$ cat src/rtl/uitpg_multi.sv
// ============================================================================
// Module   : uitpg_multi
// Purpose  : Parametrised video test-pattern generator, 2-cycle sync-aligned.
// Revision : 1.0
// ============================================================================
`default_nettype none

module uitpg_multi #(
    parameter int DATA_W      = 8,
    parameter int H_ACT       = 1920,
    parameter int CNT_W       = 12,
    parameter int GRID_LOG2   = 4,
    parameter int AUTO_FRAMES = 64
) (
    input  logic                  tpg_clk_i,
    input  logic                  tpg_rstn_i,
    input  logic                  tpg_vs_i,
    input  logic                  tpg_hs_i,
    input  logic                  tpg_de_i,
    input  logic [3:0]            tpg_mode_i,
    input  logic                  tpg_auto_i,
    output logic                  tpg_vs_o,
    output logic                  tpg_hs_o,
    output logic                  tpg_de_o,
    output logic [3*DATA_W-1:0]   tpg_data_o,
    output logic [3:0]            tpg_mode_o
);

    localparam int                  c_BAR_W     = H_ACT / 8;
    localparam int                  c_AUTO_W    = (AUTO_FRAMES > 1) ? $clog2(AUTO_FRAMES) : 1;
    localparam logic [CNT_W-1:0]    c_BAR_LAST  = CNT_W'(c_BAR_W - 1);
    localparam logic [c_AUTO_W-1:0] c_AUTO_LAST = c_AUTO_W'(AUTO_FRAMES - 1);
    localparam logic [DATA_W-1:0]   c_F         = '1;
    localparam logic [DATA_W-1:0]   c_Z         = '0;
    localparam logic [3:0]          c_LAST_MODE = 4'd9;

    // ------------------------------------------------------------------
    // Reset bridge: asynchronous assert, synchronous release
    // ------------------------------------------------------------------
    logic r_rst_meta;
    logic r_rst_sync;
    logic w_rstn;

    always_ff @(posedge tpg_clk_i or negedge tpg_rstn_i) begin
        if (!tpg_rstn_i) begin
            r_rst_meta <= 1'b0;
            r_rst_sync <= 1'b0;
        end else begin
            r_rst_meta <= 1'b1;
            r_rst_sync <= r_rst_meta;
        end
    end

    assign w_rstn = r_rst_sync;

    // ------------------------------------------------------------------
    // Stage 1: registered syncs and counters for the current input pixel
    // ------------------------------------------------------------------
    logic                r_vs1;
    logic                r_hs1;
    logic                r_de1;
    logic [CNT_W-1:0]    r_h;
    logic [CNT_W-1:0]    r_v;
    logic [CNT_W-1:0]    r_bar_px;
    logic [2:0]          r_bar_idx;
    logic [7:0]          r_frm;
    logic [3:0]          r_mode;
    logic [c_AUTO_W-1:0] r_acnt;

    logic                w_fs;
    logic                w_de_fall;
    logic [3:0]          w_mode_nxt;
    logic [c_AUTO_W-1:0] w_acnt_nxt;

    assign w_fs      = tpg_vs_i & ~r_vs1;
    assign w_de_fall = r_de1 & ~tpg_de_i;

    always_ff @(posedge tpg_clk_i or negedge w_rstn) begin
        if (!w_rstn) begin
            r_vs1 <= 1'b0;
            r_hs1 <= 1'b0;
            r_de1 <= 1'b0;
        end else begin
            r_vs1 <= tpg_vs_i;
            r_hs1 <= tpg_hs_i;
            r_de1 <= tpg_de_i;
        end
    end

    always_ff @(posedge tpg_clk_i or negedge w_rstn) begin
        if (!w_rstn) begin
            r_h <= '0;
        end else if (!tpg_de_i || !r_de1) begin
            r_h <= '0;
        end else begin
            r_h <= r_h + CNT_W'(1);
        end
    end

    // A frame start takes priority over a coincident end-of-line
    always_ff @(posedge tpg_clk_i or negedge w_rstn) begin
        if (!w_rstn) begin
            r_v <= '0;
        end else if (w_fs) begin
            r_v <= '0;
        end else if (w_de_fall) begin
            r_v <= r_v + CNT_W'(1);
        end
    end

    always_ff @(posedge tpg_clk_i or negedge w_rstn) begin
        if (!w_rstn) begin
            r_bar_px  <= '0;
            r_bar_idx <= 3'd0;
        end else if (!tpg_de_i || !r_de1) begin
            r_bar_px  <= '0;
            r_bar_idx <= 3'd0;
        end else if (r_bar_px == c_BAR_LAST) begin
            r_bar_px <= '0;
            if (r_bar_idx != 3'd7) begin
                r_bar_idx <= r_bar_idx + 3'd1;
            end
        end else begin
            r_bar_px <= r_bar_px + CNT_W'(1);
        end
    end

    always_ff @(posedge tpg_clk_i or negedge w_rstn) begin
        if (!w_rstn) begin
            r_frm <= 8'd0;
        end else if (w_fs) begin
            r_frm <= r_frm + 8'd1;
        end
    end

    // Mode only moves at frame start; the auto counter idles at 0 in manual mode
    always_comb begin
        w_mode_nxt = r_mode;
        w_acnt_nxt = r_acnt;
        if (!tpg_auto_i) begin
            w_acnt_nxt = '0;
        end
        if (w_fs) begin
            if (tpg_auto_i) begin
                if (r_acnt == c_AUTO_LAST) begin
                    w_acnt_nxt = '0;
                    w_mode_nxt = (r_mode >= c_LAST_MODE) ? 4'd0 : r_mode + 4'd1;
                end else begin
                    w_acnt_nxt = r_acnt + c_AUTO_W'(1);
                end
            end else begin
                w_mode_nxt = tpg_mode_i;
            end
        end
    end

    always_ff @(posedge tpg_clk_i or negedge w_rstn) begin
        if (!w_rstn) begin
            r_mode <= 4'd0;
            r_acnt <= '0;
        end else begin
            r_mode <= w_mode_nxt;
            r_acnt <= w_acnt_nxt;
        end
    end

    // ------------------------------------------------------------------
    // Pattern selection from stage-1 state
    // ------------------------------------------------------------------
    logic [CNT_W-1:0]    w_scroll;
    logic [DATA_W-1:0]   w_lh;
    logic [DATA_W-1:0]   w_lv;
    logic [DATA_W-1:0]   w_ls;
    logic                w_chk;
    logic [3*DATA_W-1:0] w_pix;

    assign w_scroll = r_h + CNT_W'({r_frm, 2'b00});
    assign w_lh     = DATA_W'(r_h);
    assign w_lv     = DATA_W'(r_v);
    assign w_ls     = DATA_W'(w_scroll);
    assign w_chk    = r_h[GRID_LOG2] ^ r_v[GRID_LOG2];

    always_comb begin
        w_pix = '0;
        case (r_mode)
            4'd1: w_pix = {c_F, c_F, c_F};
            4'd2: w_pix = {c_F, c_Z, c_Z};
            4'd3: w_pix = {c_Z, c_F, c_Z};
            4'd4: w_pix = {c_Z, c_Z, c_F};
            4'd5: w_pix = w_chk ? {c_Z, c_Z, c_Z} : {c_F, c_F, c_F};
            4'd6: w_pix = {w_lh, w_lh, w_lh};
            4'd7: w_pix = {w_lv, w_lv, w_lv};
            4'd8: begin
                case (r_bar_idx)
                    3'd0:    w_pix = {c_F, c_F, c_F};
                    3'd1:    w_pix = {c_F, c_F, c_Z};
                    3'd2:    w_pix = {c_Z, c_F, c_F};
                    3'd3:    w_pix = {c_Z, c_F, c_Z};
                    3'd4:    w_pix = {c_F, c_Z, c_F};
                    3'd5:    w_pix = {c_F, c_Z, c_Z};
                    3'd6:    w_pix = {c_Z, c_Z, c_F};
                    default: w_pix = {c_Z, c_Z, c_Z};
                endcase
            end
            4'd9:    w_pix = {w_ls, w_ls, w_ls};
            default: w_pix = '0;
        endcase
    end

    // ------------------------------------------------------------------
    // Stage 2: output registers
    // ------------------------------------------------------------------
    logic                r_vs2;
    logic                r_hs2;
    logic                r_de2;
    logic [3*DATA_W-1:0] r_data;

    always_ff @(posedge tpg_clk_i or negedge w_rstn) begin
        if (!w_rstn) begin
            r_vs2  <= 1'b0;
            r_hs2  <= 1'b0;
            r_de2  <= 1'b0;
            r_data <= '0;
        end else begin
            r_vs2  <= r_vs1;
            r_hs2  <= r_hs1;
            r_de2  <= r_de1;
            r_data <= r_de1 ? w_pix : '0;
        end
    end

    assign tpg_vs_o   = r_vs2;
    assign tpg_hs_o   = r_hs2;
    assign tpg_de_o   = r_de2;
    assign tpg_data_o = r_data;
    assign tpg_mode_o = r_mode;

endmodule

`default_nettype wire

$ cat config.mk
export PLATFORM = sky130hd
export DESIGN_NAME = uitpg_multi
export DESIGN_NICKNAME = d
export VERILOG_FILES = /design/src/rtl/uitpg_multi.sv
export SDC_FILE = /design/constraint.sdc
export NUM_CORES = 1
export LEC_CHECK = 0
export ABC_CLOCK_PERIOD_IN_PS = 3930
export BUFFER_PORTS_ARGS = -buffer_cell sky130_fd_sc_hd__buf_2
export CAP_MARGIN = 20
export CORE_MARGIN = 10
export CORE_UTILIZATION = 60
export CTS_CLUSTER_SIZE = 8
export DETAILED_ROUTE_END_ITERATION = 8
export PLACE_DENSITY_LB_ADDON = 0.3
export SYNTH_ARGS = -nofsm -noshare
export SYNTH_HDL_FRONTEND = slang
export SYNTH_SLANG_ARGS = --single-unit
export TNS_END_PERCENT = 50
$ cat constraint.sdc
create_clock -name tpg_clk_i -period 3.93 [get_ports tpg_clk_i]
set_input_delay 0.5895 -clock tpg_clk_i [delete_from_list [all_inputs] [get_ports tpg_clk_i]]
set_output_delay 0.5895 -clock tpg_clk_i [all_outputs]
set_load 0.02 [all_outputs]
After elaboration in Yosys (flattened, before gate mapping)
Cells that the tools add are included.
{ "op_classes": {"eq_ne": 19, "muxes": 19, "n_addsub": 8, "reduce_logical": 9, "mul": 0, "div": 0, "shift": 0, "order_cmp": 1, "n_bitwise": 5} }
{ "op_table": {"columns": ["op", "count"], "rows": [
  ["one-hot mux 24 bit (9 select lines)", 1],
  ["one-hot mux 24 bit (7 select lines)", 1],
  ["2-to-1 mux 12 bit", 5],
  ["2-to-1 mux 24 bit", 2],
  ["adder 12 x 1 -> 12 bit, second input constant", 3],
  ["2-to-1 mux 6 bit", 4],
  ["equality test 4 x 3 -> 1 bit, second input constant", 4],
  ["equality test 12 x 8 -> 1 bit, second input constant", 1],
  ["2-to-1 mux 4 bit", 3],
  ["equality test 3 bit, second input constant", 3],
  ["2-to-1 mux 3 bit", 3],
  ["adder 8 x 1 -> 8 bit, second input constant", 1],
  ["adder 8 bit", 1],
  ["equality test 4 x 2 -> 1 bit, second input constant", 2],
  ["equality test 4 bit, second input constant", 2],
  ["adder 6 x 1 -> 6 bit, second input constant", 1],
  ["equality test 3 x 2 -> 1 bit, second input constant", 2],
  ["equality test 6 bit, second input constant", 1],
  ["nonzero test 2 bit", 3],
  ["adder 4 x 1 -> 4 bit, second input constant", 1],
  ["equality test 4 x 1 -> 1 bit, second input constant", 1],
  [">= comparator 4 bit, second input constant", 1],
  ["AND reduction 2 bit", 2],
  ["adder 3 x 1 -> 3 bit, second input constant", 1],
  ["9 further kinds", 12]
]} }
{ "word_totals": {"output_inout_bits": 31, "wordCells": 77, "regBits": 89, "n_memories": 0, "ram_bits": 0, "latch_bits": 0, "mem_bits_ro": 0, "in_bits": 10} }

Depth between registers and ports, before layout
{ "depth": {"depth_word": 4, "ltp_mapped": 8, "depth_no_buf": 6} }

Least setup slack after synthesis
Ideal clock, no wire load.
{ "synth_timing": {"path_kind": "register to register", "startpoint": "reg r_h[2]", "endpoint": "reg r_data[22], in the netlist tpg_data_o[22]", "path_stages_with_launch": 7, "setup_slack_ns": 1.991, "setup_time_ns": 0.082, "t_arrival_ns": 1.857, "t_required_ns": 3.848, "n_path_buf": 0, "period_less_slack_ns": 1.939, "path_cell_list": "dfrtp_1 > ha_1 > fa_1 > and3_1 > o21ai_0 > or3b_1 > a31oi_1"} }
{ "synth_between": {"elab_chain_len": 3} }
{ "synth_lines": {"columns": ["element", "line_no", "text"], "rows": [
  ["start, declared", "62", "logic [CNT_W-1:0] r_h;"],
  ["start signal, assigned", "96", "r_h <= r_h + CNT_W'(1);"],
  ["adder 8 bit", "177", "assign w_scroll = r_h + CNT_W'({r_frm, 2'b00});"],
  ["one-hot mux 24 bit (9 select lines)", "185", "case (r_mode)"],
  ["2-to-1 mux 24 bit", "228", "r_data <= r_de1 ? w_pix : '0;"],
  ["end signal, assigned", "228", null],
  ["end, declared", "216", "logic [3*DATA_W-1:0] r_data;"]
]} }
No other way between the ends.
A chain may end at the register's enable or synchronous reset.

Worst setup path in the final report
Ends and elaborated chain as after synthesis.

==> run summary <==
Worst-path clk slew: 0.09 ns
Avg Cell Area, Syn: 10.5 sq um
Largest net degree at the start of global routing: 78
Worst rel slew slack: 0.368
Final Cycle Share: 0.545
Register area: 1980 sq um
Grt ovf: 0
Tmin final: 2.14 ns
Setup WS pre-CTS: 1.84 ns
Gr usage total: 0.170
Chip Height: 101 microns
Seq/Total Area, Yosys: 0.505
Cell area after technology mapping: 3920 sq um
H-tree depth: 3
Placed Cells: 481
Delay-heaviest family, CP: adder cells
Fillcell total: 455
Power density cells: 552 nW/um^2
Mapped Nets: 406
Slowest-stage cell, CP: dfrtp_1
Status: finished, final reports clean
Mapped Cells: 374
Max Cap Violations: 0
Total number of yosys warnings: 0
CTS Root Cell: clkbuf_8
Drt initial violations: 180
Synth Register Bits: 79
Clk buf depth: 2
Fin util: 0.695
Hold WC Path Type: in2reg
Startpoint types: flip-flop
Slew @ Worst Pin: 0.948 ns
Cell variety after synth: 58
Cts bufs inserted: 9
Post_cts resized: 0
Residual DRC: 0
WL final: 8100 microns
Top post-synthesis cells by area: dfrtp_1 (50%), ha_1 (6.7%), xnor2_1 (4.7%)
Worst hold slack: 0.334 ns
Crit Path Max Fanout: 6
WP buf/inv: 0
Critical path depth: 6
Placer Congestion: 0.863
Top FF cell, synth: dfrtp_1
Antenna cells: 0
Ports: 41
Setup TNS: 0 ns
P_leak: 2.06 nW
Layout area overhead: 12.6%
WL per Instance: 16.3 microns
Max Clock Freq: 0.467 GHz
Fin nets: 448
Clock Latency Late Sink: 0.35 ns
Most numerous cell in the Yosys netlist: dfrtp_1
CP Cell Sequence: ha_1 > fa_1 > and3_1 > o21ai_0 > or3b_1 > a31oi_1
Core area: 6350 sq um
Row cnt: 29
Hold Vio Cnt, Final: 0
Number of global-route vias before repair: 2922
Post-DP HPWL: 5710 microns
Synth area leader: dfrtp_1
Final antenna-violating net count: 0
Hold Path Stages: 1
List of most frequent post-synthesis cells: dfrtp_1 (79), nor2_1 (37), a21oi_1 (29)
Clk_skew: 0.0105 ns
Die width: 101 microns
DIE AREA: 10200 sq um
Footprint of the multi-input gates: 1820 sq um
Post-synth ARST share: 1.00
Maximum VDD drop: 0.380 mV
First drt pass iteration count: 5
Global-route wire length before repair: 14000 microns
Critical path's largest stage delay: 0.46 ns
Unrepaired setup endpoints after global routing: no
Initial antenna violation count: 0
Worst setup margin: 1.79 ns
Layout cells sized above 1: 0.169
Finished Layout Cells: 498
Post-synth EDFFs: 0
Initial core utilization: 0.617
Critical setup path kind: reg2reg
Final setup vio count: 0
Synth top area share: 0.505
Sink Count: 79
Crit path required time: 4.19 ns
Port bufs: 40
Drt via density: 5.87
CP arrival: 2.40 ns
CTS tree: yes
Fin. max-slew vios: 0
CP endpoint kind: flip-flop
Via count of the routed design: 2921
Reg2reg path depth: 6
cells in the final DEF (no fill, tap or decap), types with 7 or more instances in the layout:
cell / Yosys / layout
o21ai_0: 11 / 11
nor2_1: 37 / 37
ha_1: 21 / 21
xor2_1: 12 / 12
inv_1: 17 / 17
dfrtp_1: 79 / 78
nand2_1: 20 / 20
buf_2: 5 / 40
nand3_1: 20 / 20
and3_1: 7 / 7
nand4_1: 12 / 12
a21oi_1: 29 / 29
clkbuf_8: 0 / 9
xnor2_1: 21 / 21
sequential cells by signal (all words and copies together), names as in the netlist, 3 cells and up:
name / flops
tpg_data_o: 24
r_bar_px: 12
r_h: 8
r_v: 8
r_acnt: 6
r_frm: 6
tpg_mode_o: 4
r_bar_idx: 3
metrics by stage:
step           power [mW]  area (sq um)
2_1_floorplan        1.54          3920
3_3_place_gp         1.74          4170
3_5_place_dp         1.77          4170
4_1_cts              2.46          4410
5_1_grt              2.58          4410
6_report             2.44          4410
metal layers:
metal  track usage  wire (microns)
met4        0.0859             207
met1         0.218            3510
met3        0.0370             512
met5             0               0
met2         0.265            3880
path summary, 6_finish.rpt:
kind / slack (ns) / endpoint / start
setup / recovery: 1.79 / tpg_data_o[22]$_DFF_PN0_ / r_h[2]$_DFF_PN0_
hold / removal: 0.33 / r_hs1$_DFF_PN0_ / tpg_hs_i
setup reg to reg: 1.79 / tpg_data_o[22]$_DFF_PN0_ / r_h[2]$_DFF_PN0_
hold reg to reg: 0.35 / tpg_hs_o$_DFF_PN0_ / r_hs1$_DFF_PN0_
max in group asynchronous: 2.82 / r_frm[5]$_DFFE_PN0P_ / r_rst_sync$_DFF_PN0_
min in group asynchronous: 0.47 / r_v[0]$_DFFE_PN0P_ / r_rst_sync$_DFF_PN0_
worst register-to-register path: cells and delay by family (launching register included):
family	cells	cell delay, ns
DFF	1	0.46
adders and majority gates	2	0.67
AOI/OAI and AO/OA	2	0.35
and+or+nand+nor	2	0.57
kinds of logic after synthesis:
kind of cell / Yosys count / synth area share
AOI/OAI and AO/OA: 81 / 0.143
adders and majority gates: 22 / 0.0722
xor gates and xnor gates: 33 / 0.0738
muxes: 3 / 0.00831
other: 1 / 0.000958
DFF: 79 / 0.505
and+or+nand+nor: 126 / 0.165
buffers and inverters: 29 / 0.0313
timing repair:
| item | 4_1_cts | 5_1_grt |
|---|---|---|
| setup endpoints to repair | 0 | 0 |
| hold endpoints to repair | 2 | 0 |
| hold buffers | 1 | 0 |
| setup buffers | 0 | 0 |
cell type report:
cell class | instances | area share
Multi-Input combinational cell | 266 | 0.412
Timing Repair Buffer | 43 | 0.0511
Clock buffer | 9 | 0.0281
Sequential cell | 79 | 0.449
Inverter | 17 | 0.0145
Clock inverter | 7 | 0.0235
Tap cell | 77 | 0.0218
power breakdown:
| group | internal, mW | switching (mW) | total, mW |
|---|---|---|---|
| combinational | 0.252 | 0.447 | 0.699 |
| clock | 0.366 | 0.321 | 0.687 |
| sequential | 0.931 | 0.119 | 1.05 |
| total | 1.55 | 0.886 | 2.44 |
Note: power is estimated with default switching activity, not from simulation.
